### src/rtl/interrupt_arbiter_pkg.sv
// Shared definitions for the interrupt arbiter: FSM state encoding, cause width
// and cause index constants.
package interrupt_arbiter_pkg;

    localparam int CAUSE_W = 3;
    localparam int MAX_SRC = 1 << CAUSE_W;

    typedef logic [CAUSE_W-1:0] cause_t;

    localparam cause_t IRQ_IDX_NONE = cause_t'(0);
    localparam cause_t IRQ_IDX_LAST = cause_t'(MAX_SRC - 1);

    typedef enum logic [1:0] {
        ST_IDLE     = 2'd0,
        ST_WAIT_ACK = 2'd1,
        ST_SERVICE  = 2'd2,
        ST_HANDLER  = 2'd3
    } arb_state_e;

endpackage : interrupt_arbiter_pkg

### src/rtl/interrupt_arbiter_irq_prio_enc.sv
// Fixed-priority encoder: the lowest set request bit wins and is reported as a
// cause index together with a valid flag.
module irq_prio_enc
    import interrupt_arbiter_pkg::*;
#(
    parameter int NUM_SRC = 8
) (
    input  logic [NUM_SRC-1:0] req,
    output logic               valid,
    output cause_t             idx
);

    // NOTE: every output of a combinational block gets a default first, so no
    // path through the block leaves it unassigned and no latch is inferred.
    always_comb begin
        valid = |req;
        idx   = IRQ_IDX_NONE;
        // Scan from the top down so the lowest set index is written last.
        for (int i = NUM_SRC - 1; i >= 0; i--) begin
            if (req[i]) begin
                idx = CAUSE_W'(i);
            end
        end
    end

endmodule : irq_prio_enc

### src/rtl/interrupt_arbiter.sv
// Interrupt arbiter: masks request lines, picks a fixed-priority winner and
// drives the trap-entry handshake until mret. Define INTARB_EDGE_EN for edge-latched pending.
module interrupt_arbiter
    import interrupt_arbiter_pkg::*;
#(
    parameter int NUM_SRC     = 8,
    parameter int ACK_TIMEOUT = 4
) (
    input  logic               clk_in,
    input  logic               rst_n_in,
    input  logic               rdy_in,
    input  logic [NUM_SRC-1:0] irq_in,
    input  logic [NUM_SRC-1:0] irq_enable_in,
    input  logic               global_ie_in,
    input  logic               seq_busy_in,
    input  logic               mret_in,
    output logic               interrupt_enable_out,
    output cause_t             interrupt_cause_out,
    output logic               in_handler_out,
    output logic [NUM_SRC-1:0] pending_out,
    output logic               ack_error_out
);

    localparam int CNT_W = $clog2(ACK_TIMEOUT + 1);
    localparam logic [CNT_W-1:0] CNT_LAST = CNT_W'(ACK_TIMEOUT - 1);

    arb_state_e         state_q, state_d;
    logic [CNT_W-1:0]   cnt_q, cnt_d;
    logic               int_en_q, int_en_d;
    cause_t             cause_q, cause_d;
    logic               in_handler_q, in_handler_d;
    logic               ack_err_q, ack_err_d;

    logic [NUM_SRC-1:0] pending;
    logic [NUM_SRC-1:0] eligible;
    logic               win_valid;
    cause_t             win_idx;
    logic               issue;

`ifdef INTARB_EDGE_EN
    logic [NUM_SRC-1:0] irq_prev_q;
    logic [NUM_SRC-1:0] pending_q;
    logic [NUM_SRC-1:0] issue_clr;

    always_comb begin
        issue_clr = '0;
        for (int i = 0; i < NUM_SRC; i++) begin
            issue_clr[i] = issue && (win_idx == CAUSE_W'(i));
        end
    end

    // A new rising edge is OR-ed in after the clear, so set beats clear on the same bit.
    always_ff @(posedge clk_in or negedge rst_n_in) begin
        if (!rst_n_in) begin
            irq_prev_q <= '0;
            pending_q  <= '0;
        end else if (rdy_in) begin
            irq_prev_q <= irq_in;
            pending_q  <= (pending_q & ~issue_clr) | (irq_in & ~irq_prev_q);
        end
    end

    assign pending = pending_q;
`else
    assign pending = irq_in;
`endif

    assign eligible = pending & irq_enable_in & {NUM_SRC{global_ie_in}};

    irq_prio_enc #(
        .NUM_SRC (NUM_SRC)
    ) u_prio_enc (
        .req   (eligible),
        .valid (win_valid),
        .idx   (win_idx)
    );

    always_comb begin
        state_d      = state_q;
        cnt_d        = cnt_q;
        int_en_d     = 1'b0;
        cause_d      = cause_q;
        in_handler_d = in_handler_q;
        ack_err_d    = 1'b0;
        issue        = 1'b0;

        unique case (state_q)
            ST_IDLE: begin
                if (win_valid) begin
                    issue        = 1'b1;
                    int_en_d     = 1'b1;
                    cause_d      = win_idx;
                    in_handler_d = 1'b1;
                    cnt_d        = '0;
                    state_d      = ST_WAIT_ACK;
                end
            end
            ST_WAIT_ACK: begin
                if (seq_busy_in) begin
                    state_d = ST_SERVICE;
                end else if (cnt_q == CNT_LAST) begin
                    ack_err_d    = 1'b1;
                    in_handler_d = 1'b0;
                    cause_d      = IRQ_IDX_NONE;
                    state_d      = ST_IDLE;
                end else begin
                    cnt_d = cnt_q + 1'b1;
                end
            end
            ST_SERVICE: begin
                if (!seq_busy_in) begin
                    state_d = ST_HANDLER;
                end
            end
            ST_HANDLER: begin
                if (mret_in) begin
                    in_handler_d = 1'b0;
                    cause_d      = IRQ_IDX_NONE;
                    state_d      = ST_IDLE;
                end
            end
            default: state_d = ST_IDLE;
        endcase
    end

    // NOTE: state registers use non-blocking assignments so every flop samples
    // the pre-edge values regardless of statement order.
    // With rdy_in low nothing updates, so a pending pulse is held rather than repeated.
    always_ff @(posedge clk_in or negedge rst_n_in) begin
        if (!rst_n_in) begin
            state_q      <= ST_IDLE;
            cnt_q        <= '0;
            int_en_q     <= 1'b0;
            cause_q      <= IRQ_IDX_NONE;
            in_handler_q <= 1'b0;
            ack_err_q    <= 1'b0;
        end else if (rdy_in) begin
            state_q      <= state_d;
            cnt_q        <= cnt_d;
            int_en_q     <= int_en_d;
            cause_q      <= cause_d;
            in_handler_q <= in_handler_d;
            ack_err_q    <= ack_err_d;
        end
    end

    assign interrupt_enable_out = int_en_q;
    assign interrupt_cause_out  = cause_q;
    assign in_handler_out       = in_handler_q;
    assign ack_error_out        = ack_err_q;
    assign pending_out          = pending;

endmodule : interrupt_arbiter

### config.mk
export PLATFORM = sky130hd
export DESIGN_NAME = interrupt_arbiter
export DESIGN_NICKNAME = d
export VERILOG_FILES = /design/src/rtl/interrupt_arbiter_pkg.sv /design/src/rtl/interrupt_arbiter_irq_prio_enc.sv /design/src/rtl/interrupt_arbiter.sv
export SDC_FILE = /design/constraint.sdc
export NUM_CORES = 1
export LEC_CHECK = 0
export ABC_CLOCK_PERIOD_IN_PS = 2380
export BUFFER_PORTS_ARGS = -buffer_cell sky130_fd_sc_hd__buf_2
export CAP_MARGIN = 10
export CORE_MARGIN = 3
export CORE_UTILIZATION = 25
export CTS_CLUSTER_DIAMETER = 80
export DETAILED_ROUTE_END_ITERATION = 8
export GPL_TIMING_DRIVEN = 0
export SLEW_MARGIN = 30
export SYNTH_ARGS = -nofsm -noshare
export SYNTH_HDL_FRONTEND = slang
export SYNTH_SLANG_ARGS = --single-unit
### constraint.sdc
create_clock -name clk_in -period 2.38 [get_ports clk_in]
set_input_delay 0.476 -clock clk_in [delete_from_list [all_inputs] [get_ports clk_in]]
set_output_delay 0.476 -clock clk_in [all_outputs]
set_load 0.05 [all_outputs]
==> reports/qor.csv <==
metric,value,unit
Antenna Cells,0,
Via density,4.671,
crit start category,flop,
vias in the first global route,759,
Synth area leader,dfrtp_1,
"Seq/Total Area, Yosys",0.3288,
die height,63.87,um
Placer Congestion,0.7236,
PwrDens,938.7,mW/mm^2
worst vdd ir,0.4141,mV
min cycle time layout,2.135,ns
Layout Cells excl Fill,167,
fraction of layout cells with a size suffix above 1,0.4472,
post-synth top area share,0.3288,
Critical Path AT,2.30,ns
maxcap violations,0,
Final setup viols,0,
pin count of the biggest net entering global routing,12,
met1 usage,0.1067,
initial DRC count,20,
async set-reset flop share out of synthesis,1.000,
Worst-Margin Slew,0.4730,ns
syn nets,112,
RSZ-0062 raised after global routing,false,
"top cells by area, synth","dfrtp_1 33%, ha_1 9.0%, buf_4 7.2%",
Yosys warnings,0,
H-tree levels,1,
Ports,36,
met3 usage,0.04394,
Post-Layout Inst Area,0.001094,mm^2
DR vias,780,
met2 Usage GRT,0.1639,
status,"complete, no violations",
# DRC,0,
Cells after Synth,84,
synth cell count leaders,"11 x dfrtp_1, 10 x nand2_1, 8 x buf_4, 7 x inv_1, 6 x ha_1",
final wirelength,1885,um
post-DR wirelength/cell,11.29,um
Detail Route Antenna Nets,0,
FP Rows,20,
mapped cell area,837.1,um^2
Max Root-Sink Buffers,2,
Clock Skew,0.006235,ns
GRT overflow,0,
clock sinks,11,
DIE AREA,0.004079,mm^2
Pwr Total,1027,uW
Nets,152,
DP HPWL,1587,um
DIE WIDTH,63.87,um
Synth Area per Inst,9.965,um^2
CTS root buf,clkbuf_4,
Crit path required time,2.54,ns
CP Class,reg -> reg,
number of clock buffers inserted by TritonCTS,3,
GR peak layer,met2,
number of buffers added on ports,35,
Fmax achieved,0.4685,GHz
Worst path slowest cell,or3b_1,
Layout Area Growth over Synthesis,30.64,%
largest fanout on the critical path,9,
relative slew slack,0.6836,
fill count,334,
Starting Density,0.2676,
Synth cell types,33,
"EDFF count, synth",0,
"critical path, cell by cell","inv_1, ha_1, or3b_1, a221oi_2, mux2_4",
Pins Over Slew Limit,0,
gr usage total,0.09466,
Final Cycle Share,0.8969,
synthesized flop and latch total,11,
most frequent cell after synthesis,dfrtp_1,
drt first pass iters,4,
Total Neg Setup Slack,0,ns
first-pass GRT wire length,3194,um
Most used DFF post-synth,dfrtp_1,
Post-CTS Setup Repair Bufs,0,
Skew-Pair Late Insertion Delay,0.27,ns
Crit. End Element,flop,
Inst Count DP,163,
clock slew seen by the registers of the worst setup and hold paths,0.07,ns
core area,0.003128,mm^2
"Hold Violations, Final",0,
Hold Buf Count CTS,0,
CTS tree,built,
Leak,0.0005501,uW
largest stage delay on the critical path,0.44,ns
post-cts resize count,0,
"Core Util, Final",0.3496,
Hold WC Path Type,in -> async,
dpl cell area,0.001067,mm^2
initial antenna violation count,0,
[area by class of cell]
cell class                      instances  area, um^2  area share
Sequential cell                        11       275.3      0.2517
Clock buffer                            4       26.28     0.02403
Multi-Input combinational cell         58       475.5      0.4348
Buffer                                  8       60.06     0.05492
Timing Repair Buffer                   35       175.2      0.1602
Inverter                                7       26.28     0.02403
Tap cell                               44       55.05     0.05034
[registers in the layout (all words and copies together), names as in the netlist, named ones only]
register and cells:
ack_error_out 1, cnt_q 3, in_handler_out 1, interrupt_cause_out 3, interrupt_enable_out 1, state_q 1
[report_power, final]
group          leakage, uW  internal, uW  switching [uW]
clock network    0.0000150          64.9            62.9
logic             0.000391           225             374
registers         0.000144           256            43.7
[through the flow]
stage / worst slack, ns / hold slack, ns
CTS: 0.2361 / 0.06621
floorplan: 0.4312 / 0.1804
detailed placement: 0.2447 / 0.3613
global route: 0.08549 / 0.06608
global placement: 0.2886 / 0.3572
finish: 0.2454 / 0.05804
[cell families (layout without fill, tap and decap cells)]
| family | count (synthesis) | count (layout) | synth area share |
|---|---|---|---|
| multiplexers | 8 | 8 | 0.1076 |
| buffers and inverters | 15 | 54 | 0.1031 |
| AO/OA/AOI/OAI | 19 | 19 | 0.2168 |
| adder cells (fa/ha/maj) | 6 | 6 | 0.08968 |
| AND/OR/NAND/NOR | 25 | 25 | 0.1540 |
| flip-flops | 11 | 11 | 0.3288 |
[cells in the final DEF, fill, tap and decap left out, drive strengths merged]
master	synthesis	layout
and2	1	1
or2	1	1
nor2	2	2
dfrtp	11	11
nand2	10	10
and3b	1	1
a31oi	1	1
ha	6	6
nor2b	1	1
a221oi	2	2
nand4	3	3
o2bb2ai	1	1
a21oi	3	3
nand3	2	2
o21ai	1	1
o2111ai	1	1
a22o	4	4
nand2b	3	3
o211ai	2	2
inv	7	7
clkbuf	0	4
a211oi	1	1
mux2	5	5
o41ai	1	1
or3b	1	1
mux2i	3	3
o32a	1	1
buf	8	43
o22ai	1	1
[critical path: cells and delay by family (launching register included)]
family | cells | cell delay (ns)
multiplexers | 1 | 0.33
buffers and inverters | 1 | 0.10
flip-flops | 1 | 0.40
AO/OA/AOI/OAI | 1 | 0.42
adder cells (fa/ha/maj) | 1 | 0.32
AND/OR/NAND/NOR | 1 | 0.44
[final timing paths]
| kind | startpoint | to | slack [ns] | cells after the start |
|---|---|---|---|---|
| worst max-delay path | flop | cnt_q[0]$_DFFE_PN0P_ | 0.25 | 5 |
| max in group asynchronous | rst_n_in | interrupt_cause_out[2]$_DFFE_PN0P_ | 2.11 | 1 |
| worst min register to register | interrupt_enable_out$_DFFE_PN0P_ | interrupt_enable_out$_DFFE_PN0P_ | 0.50 | 1 |
| worst max register to register | flop | cnt_q[0]$_DFFE_PN0P_ | 0.25 | 5 |
| min in group clk_in | seq_busy_in | flop | 0.49 | 3 |
| worst min-delay path | rst_n_in | ack_error_out$_DFFE_PN0P_ | 0.06 | 1 |
[routing by layer]
layer	routed length [um]	share of wire
met1	837	0.44
met2	802	0.43
met5	0	0
met4	6	0.0032
met3	239	0.13
(Power assumes the default switching activity.)
